## src/rtl/pulse_stretcher.sv

```systemverilog
// Pulse stretcher: each trigger produces a WIDTH-cycle high phase on `level`, spaced by
// at least GAP low cycles, with up to DEPTH events queued. Define PULSE_STRETCHER_OVERFLOW_EN for the sticky overflow flag.
module pulse_stretcher #(
    parameter int WIDTH = 8,
    parameter int GAP   = 2,
    parameter int DEPTH = 7
) (
    input  logic       clock,
    input  logic       reset_n,
    input  logic       trigger,
    input  logic       clear,
    output logic       level,
    output logic       busy,
    output logic [7:0] pending
`ifdef PULSE_STRETCHER_OVERFLOW_EN
    ,
    output logic       overflow
`endif
);

    typedef enum logic [1:0] {
        IDLE    = 2'd0,
        HIGH    = 2'd1,
        LOW_GAP = 2'd2
    } state_t;

    localparam logic [7:0] WIDTH_LAST = 8'(WIDTH - 1);
    localparam logic [7:0] GAP_LAST   = 8'(GAP - 1);
    localparam logic [7:0] DEPTH_MAX  = 8'(DEPTH);

    state_t     state;
    state_t     state_next;
    logic [7:0] hold;
    logic [7:0] hold_next;
    logic [7:0] pending_next;
    logic       level_next;
    logic       at_depth;
    logic       high_end;
    logic       gap_end;

    assign at_depth = (pending == DEPTH_MAX);
    assign high_end = (state == HIGH) && (hold == WIDTH_LAST);
    assign gap_end  = (state == LOW_GAP) && (hold == GAP_LAST);
    assign busy     = (state != IDLE);

    always_ff @(posedge clock or negedge reset_n) begin
        if (!reset_n) begin
            state   <= IDLE;
            hold    <= 8'd0;
            pending <= 8'd0;
            level   <= 1'b0;
        end else begin
            state   <= state_next;
            hold    <= hold_next;
            pending <= pending_next;
            level   <= level_next;
        end
    end

    // At the last gap cycle a queued event (or a fresh trigger, which is counted and
    // consumed at once) restarts the high phase without an extra low cycle.
    always_comb begin
        state_next   = state;
        hold_next    = hold;
        pending_next = pending;
        level_next   = level;
        if (clear) begin
            state_next   = IDLE;
            hold_next    = 8'd0;
            pending_next = 8'd0;
            level_next   = 1'b0;
        end else begin
            case (state)
                IDLE: begin
                    if (trigger) begin
                        state_next = HIGH;
                        hold_next  = 8'd0;
                        level_next = 1'b1;
                    end
                end
                HIGH: begin
                    if (trigger && !at_depth) begin
                        pending_next = pending + 8'd1;
                    end
                    if (high_end) begin
                        state_next = LOW_GAP;
                        hold_next  = 8'd0;
                        level_next = 1'b0;
                    end else begin
                        hold_next = hold + 8'd1;
                    end
                end
                LOW_GAP: begin
                    if (gap_end) begin
                        hold_next = 8'd0;
                        if ((pending != 8'd0) || trigger) begin
                            state_next = HIGH;
                            level_next = 1'b1;
                            if ((pending != 8'd0) && !trigger) begin
                                pending_next = pending - 8'd1;
                            end
                        end else begin
                            state_next = IDLE;
                            level_next = 1'b0;
                        end
                    end else begin
                        hold_next = hold + 8'd1;
                        if (trigger && !at_depth) begin
                            pending_next = pending + 8'd1;
                        end
                    end
                end
                default: begin
                    state_next   = IDLE;
                    hold_next    = 8'd0;
                    pending_next = 8'd0;
                    level_next   = 1'b0;
                end
            endcase
        end
    end

`ifdef PULSE_STRETCHER_OVERFLOW_EN
    logic drop;

    // A trigger at the final gap cycle is consumed directly, so it is never a drop.
    assign drop = trigger && at_depth &&
                  ((state == HIGH) || ((state == LOW_GAP) && !gap_end));

    always_ff @(posedge clock or negedge reset_n) begin
        if (!reset_n) begin
            overflow <= 1'b0;
        end else if (clear) begin
            overflow <= 1'b0;
        end else if (drop) begin
            overflow <= 1'b1;
        end
    end
`endif

endmodule

```

## config.mk

```make
export PLATFORM = sky130hd
export DESIGN_NAME = pulse_stretcher
export DESIGN_NICKNAME = d
export VERILOG_FILES = /design/src/rtl/pulse_stretcher.sv
export SDC_FILE = /design/constraint.sdc
export NUM_CORES = 1
export LEC_CHECK = 0
export ABC_AREA = 1
export BUFFER_PORTS_ARGS = -buffer_cell sky130_fd_sc_hd__buf_2
export CORE_AREA = 2 2 55 57
export DETAILED_ROUTE_END_ITERATION = 12
export DIE_AREA = 0 0 57 59
export PLACE_DENSITY_LB_ADDON = 0.05
export SYNTH_ARGS = -nofsm -noshare
export SYNTH_HDL_FRONTEND = slang
export SYNTH_SLANG_ARGS = --single-unit
export TNS_END_PERCENT = 30
```

## constraint.sdc

```tcl
create_clock -name clock -period 3.06 [get_ports clock]
set_input_delay 0.153 -clock clock [delete_from_list [all_inputs] [get_ports clock]]
set_output_delay 0.153 -clock clock [all_outputs]
set_load 0.1 [all_outputs]
```

======== After elaboration in Yosys (flattened, before gate mapping) ========
Cells that the tools add are included.
W data, S select, Z words.
word-level totals
  flip-flop bits (word level) ............. 19
  input bits .............................. 4
  output and inout bits ................... 10
  word-level logic and storage cells ...... 53
operators by class
  add/sub/neg operators ................... 3
  equal/unequal tests ..................... 11
  multiplexer cells ....................... 23
  reductions and logical operators ........ 12
operators by type and width
  kind                   count
  $mux W8                9
  $pmux W8 S3            2
  $add A8 B1 Y8 const B  2
  $eq A8 B3 Y1 const B   2
  $ne A3 B3 Y1 const B   3
  $eq A8 B1 Y1 const B   1
  $mux W2                4
  $ne A4 B3 Y1 const B   2
  $reduce_bool A8 Y1     1
  $sub A8 B1 Y8 const B  1
  $mux W1                6
  $pmux W2 S3            1
  $reduce_and A3 Y1      2
  $logic_and A1 B1 Y1    4
  $pmux W1 S3            1
  $eq A2 B1 Y1 const B   1
  $eq A2 B2 Y1 const B   1
  $logic_not A1 Y1       2
  $logic_not A2 Y1       1
  $ne A2 B2 Y1 const B   1
  $reduce_bool A2 Y1     1
  $logic_or A1 B1 Y1     1

======== Depth between registers and ports, before layout ========
Gate-level depths: netlist of run 1.
  depth in word-level cells ............... 7
  mapped depth ............................ 13
  gate-level depth less buffers ........... 13

======== Worst setup path after synthesis of run 1 ========
Ideal clock, no wire load.
  kind .................................... register to register
  start ................................... reg state[0]
  end ..................................... reg hold[7]
  library setup time ...................... 0.118 ns
  arrival ................................. 2.058 ns
  required time ........................... 2.942 ns
  setup slack ............................. 0.884 ns
  cell stages (with the launch flop) ...... 12
  buffers on the path ..................... 0
  period minus slack after synthesis ...... 2.176 ns
  cell sequence ........................... dfrtp_1 > inv_1 > ha_1 > inv_1 > nor2_1 > inv_2 > nor2_4 > inv_2 > nand3_1 > nor3_2 > xor2_1 > nor2_1
between the ends
  longest elaborated chain between the ends .. 5
  elaborated cells between the ends (all ways) .. 10
  those cells by class .................... eq/ne: 3; mux: 4; reduce/logical: 3
RTL lines
  item                                           line        text
  start, declared                                31          state_t state;
  start signal, assigned                         53          state <= state_next;
  $eq A2 B2 Y1 or $eq A2 B1 Y1 (tied branches)   43, 73, 42
  $logic_and A1 B1 Y1, on equally long branches  43, 42
  $mux W8, on equally long branches              94, 85
  $pmux W8 S3                                    73          case (state)
  $mux W8                                        67          if (clear) begin
  end signal, assigned                           54          hold <= hold_next;
  end, declared                                  33          logic [7:0] hold;
Parallel ways exist; a longest one is shown, timed or not.
A chain may end at the register's enable or synchronous reset.

======== Worst setup path in the final report of run 1 ========
  start ................................... reg state[0]
  end ..................................... reg pending[0]
between the ends
  longest elaborated chain between the ends .. 5
  elaborated cells between the ends (all ways) .. 11
  those cells by class .................... eq/ne: 5; mux: 3; reduce/logical: 3
RTL lines
  item                  line    text
  $eq A2 B2 Y1          43, 73
  $logic_and A1 B1 Y1   43      assign gap_end = (state == LOW_GAP) && (hold == GAP_LAST);
  $mux W8               94      if (gap_end) begin
  $pmux W8 S3           73
  $mux W8               67
  end signal, assigned  55      pending <= pending_next;
  end, declared         14      output logic [7:0] pending
Parallel ways exist; a longest one is shown, timed or not.

==> results.md, run 1 <==
* CP max FO at 8
* Post-synthesis cell count at between 200 and 250
* Max Slew Vio Count at 0
* Synthesized area per cell at ~7 µm²
* RSZ-0062 raised after global routing: false
* Req. time, crit path at 3.27 ns
* Synthesized flop and latch total at 19
* Register area share after synthesis at ~30%
* Top cells by area, synth: dfrtp_1 (30%), nand2_1 (14%), ha_1 (7.8%), inv_1 (5.4%), nand3_1 (5.3%)
* Hold buffers post-CTS at 1
* Clock tree from TritonCTS: yes
* Worst-path clk slew at between 0.1 and 0.15 ns
* Cell area after synthesis at between 1500 and 2000 µm²
* Total gr overflow at 0
* Power share of the combinational group at 60.4%
* Clk sinks at 19
* CORE AREA at between 2000 and 3000 µm²
* First-pass GRT wire length at 6220 µm
* Share of cells above drive strength 1 at between 20 and 25%
* Largest net degree at the start of global routing at 20
* CTS resizes at 0
* Synth top area share at between 20% and 30%
* Slew HR at between 60 and 70%
* Final hold vios at 0
* PD cells at roughly 660 nW/µm²
* Row cnt at 19
* Clk Latency, worst-skew pair at 0.30 ns
* CP Capture Type: flop
* Critical Path Source Type: flop
* Share of power burned in registers at between 20% and 30%
* Fin Setup TNS at 0 ns
* Vias at 1485
* Post-CTS Setup Bufs at 0
* Num CTS Buffers at 3
* I/O Buffers at 13
* Clock Skew at 0.00579 ns
* Hold Crit Class: in2reg
* Switching portion of total power at a little under three fifths
* Placed instance count at roughly 270
* Psw at around 630 µW
* DR iter-0 viols at between 70 and 80
* Initial core utilization at ~59%
* Leak Pwr at around 0.9 nW
* Final core occ at between 60% and 70%
* Fin nets at 256
* Fin cells at approximately 270
* GRT Overall Usage at 23.7%
* Placer Congestion at about 0.97
* Avg Vias per Cell at around 5.5
* Antenna diodes at 0
* Slew of the pin with the lowest slew margin at between 0.4 and 0.5 ns
* WS Path Type: reg2reg
* Status: completed
* Synth warn at 0
* Die height at between 50 and 60 µm
* Final Cycle Share at approximately 58%
* Synth cell types at 28
* WHS at ~0.24 ns
* Clock Root Buffer: clkbuf_4
* Remaining routing DRC violations at 0
* Antenna Nets Post-Route at 0
* Critical Path AT at about 2.0 ns
* Setup violations, final at 0
* IO Count at 14
* Clock Power Share at a little under an eighth
* Worst vdd ir at between 600 and 700 µV
* Hpwl dp at about 2800 µm
* Min cycle time layout at 1.77 ns
* Max-cap violations at 0
* Die area at 3360 µm²
* Die width at 57 µm
* Syn Nets at about 240
* Cell taking the most area after synthesis: dfrtp_1
* H-tree levels at 1
* Internal power at about 500 µW
* Detailed Route WL at roughly 3600 µm
* Fmax at approximately 0.56 GHz
* DRT Pass-1 Iters at 4
* Initial antenna violation count at 0
* Post-DR wirelength/cell at between 10 and 15 µm
* Clock Path Buffers at 2
* Vias in the first global route at 1438
* P&R area growth vs syn at 8.12%
## metal layers
metal | wire, µm | global-route usage (%)
met4 | 60 | 12.3
met5 | 0 | 0
met3 | 150 | 3.06
met2 | 1880 | 42.0
met1 | 1460 | 28.2
## Yosys cell counts (all sizes together)
cell type and number:
ha 10, inv 34, nand3 19, dfrtp 19
xnor2 1, a21oi 5, o21a 1, buf 1
nor2 25, nor3 4, o22ai 2, xor2 5
nand4 5, nand3b 2, a21boi 1, nand2 70
o21ai 20
## worst paths after layout
| check | startpoint | end | slack, ns | cells after the start |
|---|---|---|---|---|
| setup / recovery | state[0] | pending[0] | 1.29 | 11 |
| hold / removal | clear | hold[6] | 0.24 | 4 |
| setup reg to reg | state[0] | pending[0] | 1.29 | 11 |
| hold reg to reg | level | level | 0.51 | 2 |
| max in group asynchronous | reset_n | pending[6] | 2.43 | 2 |
| min in group asynchronous | reset_n | hold[6] | 0.32 | 2 |
## sequential cells by signal, summed over array words and instances (netlist names)
name	cells
hold	8
pending	8
state	2
level	1
## cell usage in the layout (no fill, tap or decap), types with 9 or more instances in the layout
cell type	count
inv_2	9
inv_1	23
nor2_1	15
dfrtp_1	19
nand3_1	17
ha_1	10
buf_2	13
nand2_1	60
## per-stage QoR
| stage | instance area [µm²] | setup WS (ns) | power [mW] |
|---|---|---|---|
| final | 1730 | 1.29 | 1.14 |
| after global routing | 1730 | 1.12 | 1.21 |
| after CTS | 1730 | 1.28 | 1.14 |
| after detailed placement | 1700 | 1.29 | 1.01 |
| after global placement | 1700 | 1.39 | 0.991 |
| after floorplan | 1600 | 0.884 | 0.880 |
## power groups by stage
stage	registers [mW]	clock network, mW	logic [mW]
finish	0.322	0.128	0.686
global route	0.326	0.143	0.743
CTS	0.321	0.133	0.685
detailed placement	0.326	0	0.682
global placement	0.323	0	0.668
floorplan	0.436	0	0.444
## critical path, cell delays in order, from the launching register on
cell and delay [ns]:
dfrtp_1 0.43, inv_1 0.12, ha_1 0.24, nand2_1 0.09, nor2_2 0.15, nand2_4 0.08, inv_2 0.14, o21ai_4 0.11
nand3_1 0.10, nand2_2 0.07, o21ai_2 0.12, inv_2 0.03
## logic make-up after synthesis
logic type / share of synthesized area (%)
and+or+nand+nor: 38.9
buffers and inverters: 8.98
AOI/OAI and AO/OA: 11.4
DFF: 29.7
adders and majority gates: 7.81
xor gates and xnor gates: 3.28
## final cells by class
class                      instances  area, µm²
timing repair buffer              14       75.1
clock buffer                       3       22.5
multi-input combinational        170        983
tap                               31       38.8
fill                             244        977
clock inverter                     1       5.00
inverter                          34        133
sequential                        19        475
(Power assumes the default switching activity.)
==> run 2, diff against run 1 <==
Settings changed: CORE_AREA 2 2 55 57 to 2 2 58 60, DIE_AREA 0 0 57 59 to 0 0 60 62.
Clock period 3.06 ns to 1.5 ns, I/O delays scaled along.
==> run 2 against run 1 <==
The run now ends with setup timing left. Highest routed layer unchanged. Clock skew rose by 0.0028 ns. Final cell count rose by 18%. Sequential cell count did not move. Worst setup slack got worse by 1.4 ns.
==> results.md, run 2 (synthesized netlist as in run 1, its figures left out) <==
* Status: complete, but fails checks
* Failing checks: setup timing
* Min cycle time layout at 1.58 ns
* Antenna diodes at 0
* Num CTS Buffers at 3
* Crit-path cells: inv_2 -> ha_4 -> nand2_4 -> nor2_4 -> nand2_4 -> inv_4 -> o21ai_4 -> nand3_1 -> nand2_2 -> nand2_1 -> o21ai_2
* Post-DR wirelength/cell at about 13 µm
* Die height at roughly 62 µm
* WHS at between 0.2 and 0.25 ns
* Power, Total at between 3 and 4 mW
* Critical Path Source Type: flop
* Die width at 60 µm
* Fmax at around 0.63 GHz
* Slowest stage delay, CP at 0.42 ns
* Setup violations, final at 13
* DR iter-0 viols at 74
* P&R area growth vs syn at 39.0%
* Initial core utilization at 50.4%
* Clock Root Buffer: clkbuf_4
* CP dominant cell by count: nand2_4
* Total gr overflow at 0
* Leading cell types in the layout, fill and taps excluded: nand2_1 (51), buf_4 (32), inv_1 (16)
* Clk Latency, worst-skew pair at around 0.3 ns
* Vias in the first global route at approximately 1600
* I/O Buffers at 13
* Worst vdd ir at roughly 1100 µV
* Final Cycle Share at 105%
* PD cells at 1350 nW/µm²
* Critical path's slowest cell: dfrtp_1
* Hold Crit Class: in2reg
* H-tree levels at 1
* Detailed Route WL at 4200 µm
* Top delay family on crit path: simple AND/OR/NAND/NOR gates
* Critical Path AT at 1.82 ns
* Clk sinks at 19
* Initial antenna violation count at 0
* Req. time, crit path at 1.74 ns
* WS Path Type: reg2reg
* Final hold vios at 0
* Leak Pwr at 1.07 nW
* CP Capture Type: flop
* Setup WS pre-CTS at -0.148 ns
* Clock tree from TritonCTS: yes
* Clock Skew at between 0.008 and 0.009 ns
* Largest net degree at the start of global routing at 20
* Placer Congestion at just over 0.9
* Final core occ at a little over two thirds
* Biggest regs: hold (8), pending (8), state (2)
* Fill count at roughly 260
* Slew HR at about two thirds
* Hpwl dp at 3100 µm
* Max-cap violations at 0
* Row cnt at 21
* Share of cells above drive strength 1 at about half
* Fin nets at just under 300
* GRT Overall Usage at 24.3%
* Vias at around 1600
* Buffer and inverter count on the worst path at 2
* First-pass GRT wire length at just under 7000 µm
* Avg Vias per Cell at 5.02
* RSZ-0062 raised after global routing: true
* Commonest non-fill, non-tap cell in the layout: nand2_1
* CORE AREA at between 3000 and 4000 µm²
* Die area at roughly 3700 µm²
* Max Slew Vio Count at 0
* Antenna Nets Post-Route at 0
* Worst-path clk slew at 0.12 ns
* Slew of the pin with the lowest slew margin at ~0.49 ns
* Remaining routing DRC violations at 0
* IO Count at 14
* DRT Pass-1 Iters at 4
* CP max FO at 8
* Final worst setup slack at -0.0820 ns
* Clock Path Buffers at 2
run 2: repair_timing:
item	in CTS	in global routing
setup buffers	0	3
hold buffers	1	0
hold endpoints to repair	19	0
endpoints found under the setup margin	15	20
resized for setup	28	22
pin swaps	15	15
run 2: worst reg2reg max path, stage by stage (launching register included):
cell	delay, ns
dfrtp_1	0.42
inv_2	0.08
ha_4	0.17
nand2_4	0.07
nor2_4	0.04
nand2_4	0.08
inv_4	0.06
o21ai_4	0.24
nand3_1	0.14
nand2_2	0.11
nand2_1	0.06
o21ai_2	0.05
run 2: final cells by class:
cell class / count / area, µm² / area share [%]
Tap cell: 46 / 57.6 / 2.58
Sequential cell: 19 / 492 / 22.1
Clock buffer: 3 / 22.5 / 1.01
Inverter: 34 / 144 / 6.46
Multi-Input combinational cell: 170 / 1150 / 51.8
Timing Repair Buffer: 48 / 353 / 15.8
Clock inverter: 1 / 5.00 / 0.225
run 2: path summary, 6_finish.rpt:
path / startpoint / slack, ns / cells after the start / end
worst max-delay path: hold[1] / -0.08 / 11 / pending[1]
worst min-delay path: clear / 0.21 / 4 / state[1]
worst max register to register: hold[1] / -0.08 / 11 / pending[1]
worst min register to register: level / 0.51 / 2 / level
max in group asynchronous: reset_n / 0.89 / 2 / pending[1]
min in group asynchronous: reset_n / 0.25 / 2 / hold[0]
run 2: layer usage:
layer / track usage, % / wire, µm / vias to the layer above
met2: 47.0 / 2370 / 33
met5: 0 / 0 / -
met4: 8.57 / 34 / 0
li1: - / - / 818
met3: 1.86 / 97 / 5
met1: 28.1 / 1690 / 757
run 2: power breakdown:
| group | total, mW | internal, mW | leakage, nW | switching (mW) |
|---|---|---|---|---|
| Combinational | 2.07 | 0.777 | 0.805 | 1.30 |
| Sequential | 0.661 | 0.590 | 0.246 | 0.0718 |
| Clock | 0.271 | 0.0994 | 0.0177 | 0.171 |
run 2: stage by stage:
stage / std cells / cell area [µm²] / TNS, ns
4_1_cts: 318 / 2130 / -0.342
5_1_grt: 321 / 2230 / -2.14
6_report: 321 / 2230 / -0.602
2_1_floorplan: 224 / 1640 / -6.45
3_5_place_dp: 313 / 2000 / -0.800
3_3_place_gp: 313 / 2000 / -0.448
